**config.mk**
```make
export PLATFORM = sky130hd
export DESIGN_NAME = pc_redirect_ctrl_flat
export DESIGN_NICKNAME = d
export VERILOG_FILES = /design/src/rtl/pc_ctrl_pkg.sv /design/src/rtl/pc_redirect_ctrl_if.sv /design/src/rtl/redirect_prio_mux.sv /design/src/rtl/pc_redirect_ctrl.sv /design/src/flat_wrapper.sv
export SDC_FILE = /design/constraint.sdc
export NUM_CORES = 1
export LEC_CHECK = 0
export BUFFER_PORTS_ARGS = -buffer_cell sky130_fd_sc_hd__buf_2
export CAP_MARGIN = 20
export CORE_MARGIN = 4
export CORE_UTILIZATION = 35
export CTS_CLUSTER_DIAMETER = 100
export DETAILED_ROUTE_END_ITERATION = 7
export GPL_TIMING_DRIVEN = 0
export HOLD_SLACK_MARGIN = 0.03
export SKIP_CTS_REPAIR_TIMING = 1
export SKIP_LAST_GASP = 1
export SYNTH_ARGS = -nofsm -noshare
export SYNTH_HDL_FRONTEND = slang
export SYNTH_HIERARCHICAL = 1
export SYNTH_SLANG_ARGS = --single-unit
```
**constraint.sdc**
```tcl
create_clock -name clk -period 3.1 [get_ports clk]
set_clock_uncertainty 0.15 [all_clocks]
set_input_delay 0.62 -clock clk [delete_from_list [all_inputs] [get_ports clk]]
set_output_delay 0.62 -clock clk [all_outputs]
set_load 0.01 [all_outputs]
```
**src/rtl/pc_ctrl_pkg.sv**
```systemverilog
// Shared constants and types for the PC redirect controller.
// Source codes double as priority: a larger code wins.
package pc_ctrl_pkg;

    localparam int XLEN_DEF = 32;

    localparam logic [1:0] SRC_EJ      = 2'd0;
    localparam logic [1:0] SRC_BR      = 2'd1;
    localparam logic [1:0] SRC_MISPRED = 2'd2;
    localparam logic [1:0] SRC_CSR     = 2'd3;

    typedef enum logic [1:0] {
        ST_RUN   = 2'd0,
        ST_HOLD  = 2'd1,
        ST_FLUSH = 2'd2
    } state_t;

endpackage

```
**src/rtl/pc_redirect_ctrl_if.sv**
```systemverilog
// Redirect request/response bundle between redirect sources, PC register and the controller.
interface pc_redirect_ctrl_if #(
    parameter int XLEN  = 32,
    parameter int CNT_W = 16
);
    logic            csr_valid;
    logic [XLEN-1:0] csr_addr;
    logic            mispred_valid;
    logic [XLEN-1:0] mispred_pc;
    logic            br_valid;
    logic [XLEN-1:0] br_target;
    logic            ej_valid;
    logic [XLEN-1:0] ej_pc;
    logic [XLEN-1:0] ej_offset;
    logic            stall;
    logic            fetch_ready;

    logic             pc_load;
    logic [XLEN-1:0]  pc_load_addr;
    logic [1:0]       redirect_src;
    logic             flush_if;
    logic             flush_ex;
    logic             busy;
    logic [CNT_W-1:0] redirect_cnt;

    modport master (
        output csr_valid, csr_addr, mispred_valid, mispred_pc, br_valid, br_target,
               ej_valid, ej_pc, ej_offset, stall, fetch_ready,
        input  pc_load, pc_load_addr, redirect_src, flush_if, flush_ex, busy, redirect_cnt
    );

    modport slave (
        input  csr_valid, csr_addr, mispred_valid, mispred_pc, br_valid, br_target,
               ej_valid, ej_pc, ej_offset, stall, fetch_ready,
        output pc_load, pc_load_addr, redirect_src, flush_if, flush_ex, busy, redirect_cnt
    );
endinterface

```
**src/rtl/redirect_prio_mux.sv**
```systemverilog
// Combinational priority select of the redirect sources and their target arithmetic.
module redirect_prio_mux
    import pc_ctrl_pkg::*;
#(
    parameter int XLEN = XLEN_DEF
) (
    input  logic            csr_valid,
    input  logic [XLEN-1:0] csr_addr,
    input  logic            mispred_valid,
    input  logic [XLEN-1:0] mispred_pc,
    input  logic            br_valid,
    input  logic [XLEN-1:0] br_target,
    input  logic            ej_valid,
    input  logic [XLEN-1:0] ej_pc,
    input  logic [XLEN-1:0] ej_offset,
    output logic            win_valid,
    output logic [1:0]      win_src,
    output logic [XLEN-1:0] win_addr
);

    always_comb begin
        win_valid = 1'b0;
        win_src   = SRC_EJ;
        win_addr  = '0;
        if (csr_valid) begin
            win_valid = 1'b1;
            win_src   = SRC_CSR;
            win_addr  = csr_addr;
        end else if (mispred_valid) begin
            win_valid = 1'b1;
            win_src   = SRC_MISPRED;
            win_addr  = mispred_pc + XLEN'(4);
        end else if (br_valid) begin
            win_valid = 1'b1;
            win_src   = SRC_BR;
            win_addr  = br_target;
        end else if (ej_valid) begin
            win_valid = 1'b1;
            win_src   = SRC_EJ;
            win_addr  = ej_pc + ej_offset - XLEN'(4);
        end
    end

endmodule

```
**src/rtl/pc_redirect_ctrl.sv**
```systemverilog
// PC redirect sequencer: latches the winning redirect, holds it until the PC register
// accepts it, then raises the pipeline flush window and counts accepted redirects.
module pc_redirect_ctrl
    import pc_ctrl_pkg::*;
#(
    parameter int XLEN         = XLEN_DEF,
    parameter int FLUSH_CYCLES = 2,
    parameter int CNT_W        = 16
) (
    input logic               clk,
    input logic               rst_n,
    pc_redirect_ctrl_if.slave bus
);

    localparam int FC_W = (FLUSH_CYCLES > 1) ? $clog2(FLUSH_CYCLES) : 1;

    state_t           state_q, state_d;
    logic             pc_load_q, pc_load_d;
    logic [XLEN-1:0]  addr_q, addr_d;
    logic [1:0]       src_q, src_d;
    logic             flush_if_q, flush_if_d;
    logic             flush_ex_q, flush_ex_d;
    logic             keep_q, keep_d;
    logic [FC_W-1:0]  fcnt_q, fcnt_d;
    logic [CNT_W-1:0] rcnt_q, rcnt_d;

    logic            ej_allow;
    logic            win_valid;
    logic [1:0]      win_src;
    logic [XLEN-1:0] win_addr;
    logic            xfer;

    assign ej_allow = !bus.stall && (state_q != ST_FLUSH);
    assign xfer     = pc_load_q && bus.fetch_ready;

    redirect_prio_mux #(.XLEN(XLEN)) u_mux (
        .csr_valid     (bus.csr_valid),
        .csr_addr      (bus.csr_addr),
        .mispred_valid (bus.mispred_valid),
        .mispred_pc    (bus.mispred_pc),
        .br_valid      (bus.br_valid),
        .br_target     (bus.br_target),
        .ej_valid      (bus.ej_valid && ej_allow),
        .ej_pc         (bus.ej_pc),
        .ej_offset     (bus.ej_offset),
        .win_valid     (win_valid),
        .win_src       (win_src),
        .win_addr      (win_addr)
    );

    always_comb begin
        state_d    = state_q;
        pc_load_d  = pc_load_q;
        addr_d     = addr_q;
        src_d      = src_q;
        flush_if_d = flush_if_q;
        flush_ex_d = flush_ex_q;
        keep_d     = keep_q;
        fcnt_d     = fcnt_q;
        rcnt_d     = rcnt_q;
        unique case (state_q)
            ST_RUN: begin
                flush_if_d = 1'b0;
                flush_ex_d = 1'b0;
                if (win_valid) begin
                    state_d   = ST_HOLD;
                    pc_load_d = 1'b1;
                    addr_d    = win_addr;
                    src_d     = win_src;
                    keep_d    = 1'b0;
                end
            end
            ST_HOLD: begin
                if (xfer) begin
                    rcnt_d     = rcnt_q + CNT_W'(1);
                    flush_if_d = 1'b1;
                    flush_ex_d = (src_q != SRC_EJ);
                    keep_d     = 1'b0;
                    // CSR/MISPRED arriving with the transfer restarts HOLD; flush pulses once
                    if (win_valid && (win_src >= SRC_MISPRED)) begin
                        addr_d = win_addr;
                        src_d  = win_src;
                    end else begin
                        state_d   = ST_FLUSH;
                        pc_load_d = 1'b0;
                        fcnt_d    = FC_W'(FLUSH_CYCLES - 1);
                    end
                end else begin
                    if (win_valid && (win_src >= src_q)) begin
                        addr_d = win_addr;
                        src_d  = win_src;
                    end
                    if (!keep_q) begin
                        flush_if_d = 1'b0;
                        flush_ex_d = 1'b0;
                    end
                end
            end
            ST_FLUSH: begin
                if (win_valid) begin
                    state_d   = ST_HOLD;
                    pc_load_d = 1'b1;
                    addr_d    = win_addr;
                    src_d     = win_src;
                    keep_d    = 1'b1;
                end else if (fcnt_q == '0) begin
                    state_d    = ST_RUN;
                    flush_if_d = 1'b0;
                    flush_ex_d = 1'b0;
                end else begin
                    fcnt_d = fcnt_q - FC_W'(1);
                end
            end
            default: begin
                state_d    = ST_RUN;
                pc_load_d  = 1'b0;
                flush_if_d = 1'b0;
                flush_ex_d = 1'b0;
            end
        endcase
    end

    always_ff @(posedge clk or negedge rst_n) begin
        if (!rst_n) begin
            state_q    <= ST_RUN;
            pc_load_q  <= 1'b0;
            addr_q     <= '0;
            src_q      <= '0;
            flush_if_q <= 1'b0;
            flush_ex_q <= 1'b0;
            keep_q     <= 1'b0;
            fcnt_q     <= '0;
            rcnt_q     <= '0;
        end else begin
            state_q    <= state_d;
            pc_load_q  <= pc_load_d;
            addr_q     <= addr_d;
            src_q      <= src_d;
            flush_if_q <= flush_if_d;
            flush_ex_q <= flush_ex_d;
            keep_q     <= keep_d;
            fcnt_q     <= fcnt_d;
            rcnt_q     <= rcnt_d;
        end
    end

    assign bus.pc_load      = pc_load_q;
    assign bus.pc_load_addr = addr_q;
    assign bus.redirect_src = src_q;
    assign bus.flush_if     = flush_if_q;
    assign bus.flush_ex     = flush_ex_q;
    assign bus.busy         = (state_q != ST_RUN);
    assign bus.redirect_cnt = rcnt_q;

endmodule
```
**src/flat_wrapper.sv**
```systemverilog
// flat-port wrapper written by rule: the top's interface ports become plain ports
module pc_redirect_ctrl_flat import pc_ctrl_pkg::*;
#(
    parameter int XLEN         = XLEN_DEF,
    parameter int FLUSH_CYCLES = 2,
    parameter int CNT_W        = 16
)
  (clk, rst_n, bus_csr_valid, bus_csr_addr, bus_mispred_valid, bus_mispred_pc, bus_br_valid, bus_br_target, bus_ej_valid, bus_ej_pc, bus_ej_offset, bus_stall, bus_fetch_ready, bus_pc_load, bus_pc_load_addr, bus_redirect_src, bus_flush_if, bus_flush_ex, bus_busy, bus_redirect_cnt);
  pc_redirect_ctrl_if #(.XLEN(XLEN), .CNT_W(CNT_W)) bus_i ();
  input logic clk;
  input logic rst_n;
  input wire logic [$bits(bus_i.csr_valid)-1:0] bus_csr_valid;
  input wire logic [$bits(bus_i.csr_addr)-1:0] bus_csr_addr;
  input wire logic [$bits(bus_i.mispred_valid)-1:0] bus_mispred_valid;
  input wire logic [$bits(bus_i.mispred_pc)-1:0] bus_mispred_pc;
  input wire logic [$bits(bus_i.br_valid)-1:0] bus_br_valid;
  input wire logic [$bits(bus_i.br_target)-1:0] bus_br_target;
  input wire logic [$bits(bus_i.ej_valid)-1:0] bus_ej_valid;
  input wire logic [$bits(bus_i.ej_pc)-1:0] bus_ej_pc;
  input wire logic [$bits(bus_i.ej_offset)-1:0] bus_ej_offset;
  input wire logic [$bits(bus_i.stall)-1:0] bus_stall;
  input wire logic [$bits(bus_i.fetch_ready)-1:0] bus_fetch_ready;
  output wire logic [$bits(bus_i.pc_load)-1:0] bus_pc_load;
  output wire logic [$bits(bus_i.pc_load_addr)-1:0] bus_pc_load_addr;
  output wire logic [$bits(bus_i.redirect_src)-1:0] bus_redirect_src;
  output wire logic [$bits(bus_i.flush_if)-1:0] bus_flush_if;
  output wire logic [$bits(bus_i.flush_ex)-1:0] bus_flush_ex;
  output wire logic [$bits(bus_i.busy)-1:0] bus_busy;
  output wire logic [$bits(bus_i.redirect_cnt)-1:0] bus_redirect_cnt;
  assign bus_i.csr_valid = bus_csr_valid;
  assign bus_i.csr_addr = bus_csr_addr;
  assign bus_i.mispred_valid = bus_mispred_valid;
  assign bus_i.mispred_pc = bus_mispred_pc;
  assign bus_i.br_valid = bus_br_valid;
  assign bus_i.br_target = bus_br_target;
  assign bus_i.ej_valid = bus_ej_valid;
  assign bus_i.ej_pc = bus_ej_pc;
  assign bus_i.ej_offset = bus_ej_offset;
  assign bus_i.stall = bus_stall;
  assign bus_i.fetch_ready = bus_fetch_ready;
  assign bus_pc_load = bus_i.pc_load;
  assign bus_pc_load_addr = bus_i.pc_load_addr;
  assign bus_redirect_src = bus_i.redirect_src;
  assign bus_flush_if = bus_i.flush_if;
  assign bus_flush_ex = bus_i.flush_ex;
  assign bus_busy = bus_i.busy;
  assign bus_redirect_cnt = bus_i.redirect_cnt;
  pc_redirect_ctrl #(.XLEN(XLEN), .FLUSH_CYCLES(FLUSH_CYCLES), .CNT_W(CNT_W)) u_core (.clk(clk), .rst_n(rst_n), .bus(bus_i));
endmodule
```
Word level (Yosys, flattened, before mapping)
Index checks and enable logic that the tools add are counted.

word-level totals
  bits of input ports = 168
  flip-flop bits (word level) = 57
  word-level logic and storage cells = 96

cells by class
  reduce and logical (&&, ||, !) cells = 20
  equal/unequal tests = 14
  order comparisons = 2
  mux-type cells = 46
  add/subtract/negate cells = 5

operators with widths
  kind                                                number
  2-to-1 mux 32 bit                                   8
  case mux 32 bit (2 select lines)                    1
  adder 32 x 3 -> 32 bit, second input constant       1
  adder 32 bit                                        1
  subtractor 32 x 3 -> 32 bit, second input constant  1
  2-to-1 mux 2 bit                                    11
  2-to-1 mux 1 bit                                    19
  adder 16 x 1 -> 16 bit, second input constant       1
  AND reduction 4 bit                                 4
  != test 3 bit, second input constant                3
  != test 2 x 1 -> 1 bit, second input constant       4
  != test 2 bit, second input constant                4
  case mux 1 bit (2 select lines)                     4
  nonzero test 2 bit                                  4
  case mux 2 bit (3 select lines)                     1
  AND reduction 3 bit                                 2
  logical AND 1 bit                                   5
  case mux 2 bit (2 select lines)                     1
  != test 3 x 1 -> 1 bit, second input constant       1
  case mux 1 bit (3 select lines)                     1
  nonzero test 3 bit                                  1
  == test 2 x 1 -> 1 bit, second input constant       1
  == test 2 bit, second input constant                1
  >= comparator 2 bit                                 1
  6 further kinds                                     6

Depth between registers and ports, before layout
  depth after elaboration = 11
  gate-level depth with buffers = 14

By module
The synthesis kept the hierarchy.

modules (own cells, without submodules)
  module             instances  cells each  area each (um^2)  seq. area each (um^2)
  redirect_prio_mux  1          586         3776.1            0.0
  pc_redirect_ctrl   1          178         2544.9            1426.4

Worst setup path before layout
No wires, ideal clock.

  path type = input port to flip-flop
  start = input port bus_ej_pc[1]
  end = register u_core.addr_q[25], in the netlist u_core/bus.pc_load_addr[25]
  required time = 2.825 ns
  cell stages on the path = 11
  arrival time = 3.209 ns
  setup slack = -0.384 ns
  library setup time = 0.125 ns
  path buffers = 0
  cells stage by stage = ha_1 > ha_1 > fa_1 > a211oi_1 > o211ai_1 > a21oi_1 > o21a_1 > o211ai_1 > xor2_1 > a221o_1 > mux2_4

between the ends
  word-level cells in the longest chain between the ends = 9

RTL lines
  element                               line                                            source
  from (decl)                           flat_wrapper.sv:19                              input wire logic [$bits(bus_i.ej_pc)-1:0] bus_ej_pc;
  adder 32 bit *                        redirect_prio_mux.sv:40                         win_addr = ej_pc + ej_offset - XLEN'(4);
  subtractor 32 x 3 -> 32 bit *         redirect_prio_mux.sv:40
  2-to-1 mux 32 bit *                   redirect_prio_mux.sv:37                         end else if (ej_valid) begin
  2-to-1 mux 32 bit *                   redirect_prio_mux.sv:33                         end else if (br_valid) begin
  2-to-1 mux 32 bit *                   redirect_prio_mux.sv:29                         end else if (mispred_valid) begin
  2-to-1 mux 32 bit *                   redirect_prio_mux.sv:25                         if (csr_valid) begin
  2-to-1 mux 32 bit (on tied branches)  pc_redirect_ctrl.sv:89, pc_redirect_ctrl.sv:80
  2-to-1 mux 32 bit                     pc_redirect_ctrl.sv:74                          if (xfer) begin
  case mux 32 bit (2 select lines) *    pc_redirect_ctrl.sv:61                          unique case (state_q)
  net u_core.addr_d[25]                 pc_redirect_ctrl.sv:19                          logic [XLEN-1:0] addr_q, addr_d;
  to (signal assigned)                  pc_redirect_ctrl.sv:137                         addr_q <= addr_d;
  to (decl)                             pc_redirect_ctrl.sv:19

Mark *: on every way through the listed nets, which the timed path passes. The rest lies on a longest branch. The select of a mux whose other input is x is not followed.
A chain may end at the register's enable or synchronous reset.

Final worst setup path
  start = input port bus_ej_offset[1]
  end = register u_core.addr_q[21], in the netlist u_core/bus.pc_load_addr[21]

between the ends
  word-level cells in the longest chain between the ends = 9

RTL lines
  element                               line                                            source
  from (decl)                           flat_wrapper.sv:20                              input wire logic [$bits(bus_i.ej_offset)-1:0] bus_ej_offset;
  adder 32 bit *                        redirect_prio_mux.sv:40
  subtractor 32 x 3 -> 32 bit *         redirect_prio_mux.sv:40
  2-to-1 mux 32 bit *                   redirect_prio_mux.sv:37
  2-to-1 mux 32 bit *                   redirect_prio_mux.sv:33
  2-to-1 mux 32 bit *                   redirect_prio_mux.sv:29
  2-to-1 mux 32 bit *                   redirect_prio_mux.sv:25
  2-to-1 mux 32 bit (on tied branches)  pc_redirect_ctrl.sv:89, pc_redirect_ctrl.sv:80
  2-to-1 mux 32 bit                     pc_redirect_ctrl.sv:74
  case mux 32 bit (2 select lines) *    pc_redirect_ctrl.sv:61
  net u_core.addr_d[21]                 pc_redirect_ctrl.sv:19

Marked as above.

==> impl_metrics.ini <==
[run_status]
outcome = finished, violations left
violations = negative setup slack

[global_route]
antenna_found_initial = 7
grt_max_degree = 33
grt_use_total = 0.2069
grt_first_pass_wirelength_um = 32880
grt_pass1_vias = 6271
overflow = 0

[cells_and_area]
nets = 1244
final_cell_mix = buf_2, inv_1, nand2_1, dfrtp_1, ha_1
fill_cells = 1734
syn_to_final_growth_pct = 37.63
postLayoutCoreUtil = 0.4978
fin_area_sq_um = 8700
mostFrequentLayoutCell = buf_2
drive_gt1_frac = 0.3901

[die]
dieArea_sq_um = 20270
die_height_um = 142.4
coreArea_sq_um = 17480
num_io_pins = 222
rows = 48
start_util = 0.3617
die_w_um = 142.4

[yosys]
synthXorXnorAreaFrac = 0.09006
synth_cell_type_count = 67
synthSimpleGateAreaFrac = 0.1552
synthCells = 764
synth_top_area_cell = dfrtp_1
synth_seq_cells = 57
synth.area.mux_share = 0.08195
synth_fa_ha_area_frac = 0.1318
synth_compound_area_frac = 0.2146
ys.flop_type = dfrtp_1
synth_top_family_by_area = compound AO/OA/AOI/OAI gates
syn-num-nets = 998
ys_warn_count = 6
netlist_area_sq_um = 6321
synth_area_leaders = dfrtp_1, ha_1, inv_1, mux2_4, xnor2_1
netlist.area_leader.share = 0.2257
async_flop_share = 1.000
synth_edf_count = 0
ys_seq_area_frac = 0.2257
syn_avg_cell_area_sq_um = 8.274

[clock_tree]
clock_path_buffers = 2
clock-sinks = 57
cts_tree = done
insertion_delay_ns = 0.33
h-tree-depth = 3
clockRootBuffer = clkbuf_16
cts_buffers = 9
clkSlewWorstSetupHoldPaths_ns = 0.06

[timing]
tightest_slew_ns = 0.7736
rsz0062_at_grt = yes
max_freq_ghz = 0.2951
setup_ws_ns = -0.2892
slew_viol_final = 0
hold_viol_final = 0
finalSetupViolations = 14
min_period_over_period = 1.093
timing.hold.ws_ns = 0.1700
slew-limit-headroom = 0.4843
post-route-min-period_ns = 3.389

[worst_hold_path]
min_path_type = in -> async

[placement]
pre_cts_slack_ns = -0.8963
dpl_cell_area_sq_um = 8016
portBuffers = 220
detailed_place_hpwl_um = 17700
place_congestion = 0.9051

[critical_path]
crit_path_end_kind = register
max_stage_delay_ns = 0.46
crit_path_start_kind = primary input
reg2regPathDepth = 9
crit_arrival_ns = 3.46
cp_slowest_cell = a222oi_1
crit_type = in -> reg
crit_chain = buf_6, ha_4, ha_4, fa_2, a211oi_4, o211ai_1, a21oi_2, o21ai_1, a21oi_2, xnor2_1, a222oi_1, a21oi_1, mux2_4
path_max_fanout = 4
crit_required_ns = 3.17
rr_startpoint = u_core/state_q[0]
cp-startpoint = bus_ej_offset[1]

[drt]
totalWireLength_um = 22050
dr.first_iter.drc_count = 301
firstDrtPassIters = 7
wl_per_cell_um = 17.74
via_per_inst = 5.219
drc_errors = 0
num_vias = 6487
detail-route-antenna-nets = 0

[job]
drv_cap = 0

[power]
power-per-cell-area_nw_per_um2 = 562.7
ir_drop_v = 0.0003191
p_leak_uw = 0.004363
[cell families after synthesis]
group / after synthesis
AO/OA/AOI/OAI: 190
buffers and inverters: 160
multiplexers: 36
flip-flops: 57
AND/OR/NAND/NOR: 190
XOR/XNOR: 65
adder cells (fa/ha/maj): 66
[flip-flops by register name (all words and copies together), names as in the netlist]
| name | count |
|---|---|
| u_core/state_q | 2 |
| u_core/bus.flush_ex | 1 |
| u_core/bus.pc_load | 1 |
| u_core/keep_q | 1 |
| u_core/bus.flush_if | 1 |
| u_core/bus.pc_load_addr | 32 |
| u_core/bus.redirect_cnt | 16 |
| u_core/fcnt_q | 1 |
| u_core/bus.redirect_src | 2 |
[power by group]
group	total [uW]	switching (uW)	internal [uW]
clock network	1020	396	628
registers	1260	230	1030
logic	2610	1290	1310
[synth_stat cells (4+ instances only)]
| cell | number |
|---|---|
| dfrtp_1 | 57 |
| o21a_1 | 6 |
| nand2_1 | 58 |
| mux2_2 | 6 |
| buf_6 | 4 |
| a211oi_1 | 8 |
| xor2_1 | 28 |
| inv_1 | 133 |
| nand3_1 | 19 |
| xnor2_1 | 37 |
| nand2b_1 | 5 |
| o21ai_0 | 36 |
| a22oi_1 | 28 |
| or2_2 | 6 |
| nand4_1 | 14 |
| a221o_1 | 5 |
| clkbuf_1 | 20 |
| and4_1 | 8 |
| nor2_1 | 35 |
| a21o_1 | 9 |
| nor3_1 | 7 |
| ha_1 | 65 |
| mux2_4 | 30 |
| o21bai_1 | 7 |
| o221ai_1 | 9 |
| and3_1 | 13 |
| a21oi_1 | 44 |
| nor2b_1 | 5 |
[final cells by class]
| class | count | area [sq um] | area share |
|---|---|---|---|
| Inverter | 133 | 524.3 | 0.06026 |
| Sequential cell | 57 | 1426 | 0.1640 |
| Multi-Input combinational cell | 547 | 4717 | 0.5422 |
| Timing Repair Buffer | 236 | 1269 | 0.1458 |
| Clock inverter | 7 | 78.83 | 0.009061 |
| Tap cell | 225 | 281.5 | 0.03236 |
| Clock buffer | 9 | 225.2 | 0.02589 |
| Buffer | 26 | 170.2 | 0.01956 |
| Antenna cell | 3 | 7.507 | 0.0008629 |
[worst max-delay path, delay by kind of cell]
kind,cells,cell delay [ns]
AO/OA/AOI/OAI,7,1.60
multiplexers,1,0.27
adder cells (fa/ha/maj),3,0.77
XOR/XNOR,1,0.10
buffers and inverters,1,0.10
[path summary, 6_finish.rpt]
path                                                to  slack [ns]
setup / recovery           u_core/bus.pc_load_addr[21]       -0.29
hold / removal                      u_core/bus.pc_load        0.17
setup reg to reg           u_core/bus.pc_load_addr[23]        0.19
hold reg to reg            u_core/bus.redirect_cnt[15]        0.33
max in group asynchronous  u_core/bus.pc_load_addr[17]        2.02
min in group clk           u_core/bus.redirect_cnt[15]        0.33
[per-layer routing]
| metal | routed length, um | up-vias | share of wire | global-route usage |
|---|---|---|---|---|
| met1 | 9527 | 3030 | 0.43 | 0.2725 |
| met4 | 501 | 8 | 0.023 | 0.06503 |
| met2 | 10270 | 248 | 0.47 | 0.3334 |
| met3 | 1715 | 44 | 0.078 | 0.05276 |
| li1 | - | 3157 | - | - |
| met5 | 35 | - | 0.0016 | 0 |
[through the flow]
step	setup TNS, ns	total power [uW]	cells
2_1_floorplan	-0.2909	2883	764
3_3_place_gp	-28.00	3688	1209
3_5_place_dp	-28.87	3715	1211
4_1_cts	-16.95	4764	1227
5_1_grt	-2.892	5198	1243
6_report	-1.674	4895	1243
(Power assumes the default switching activity.)
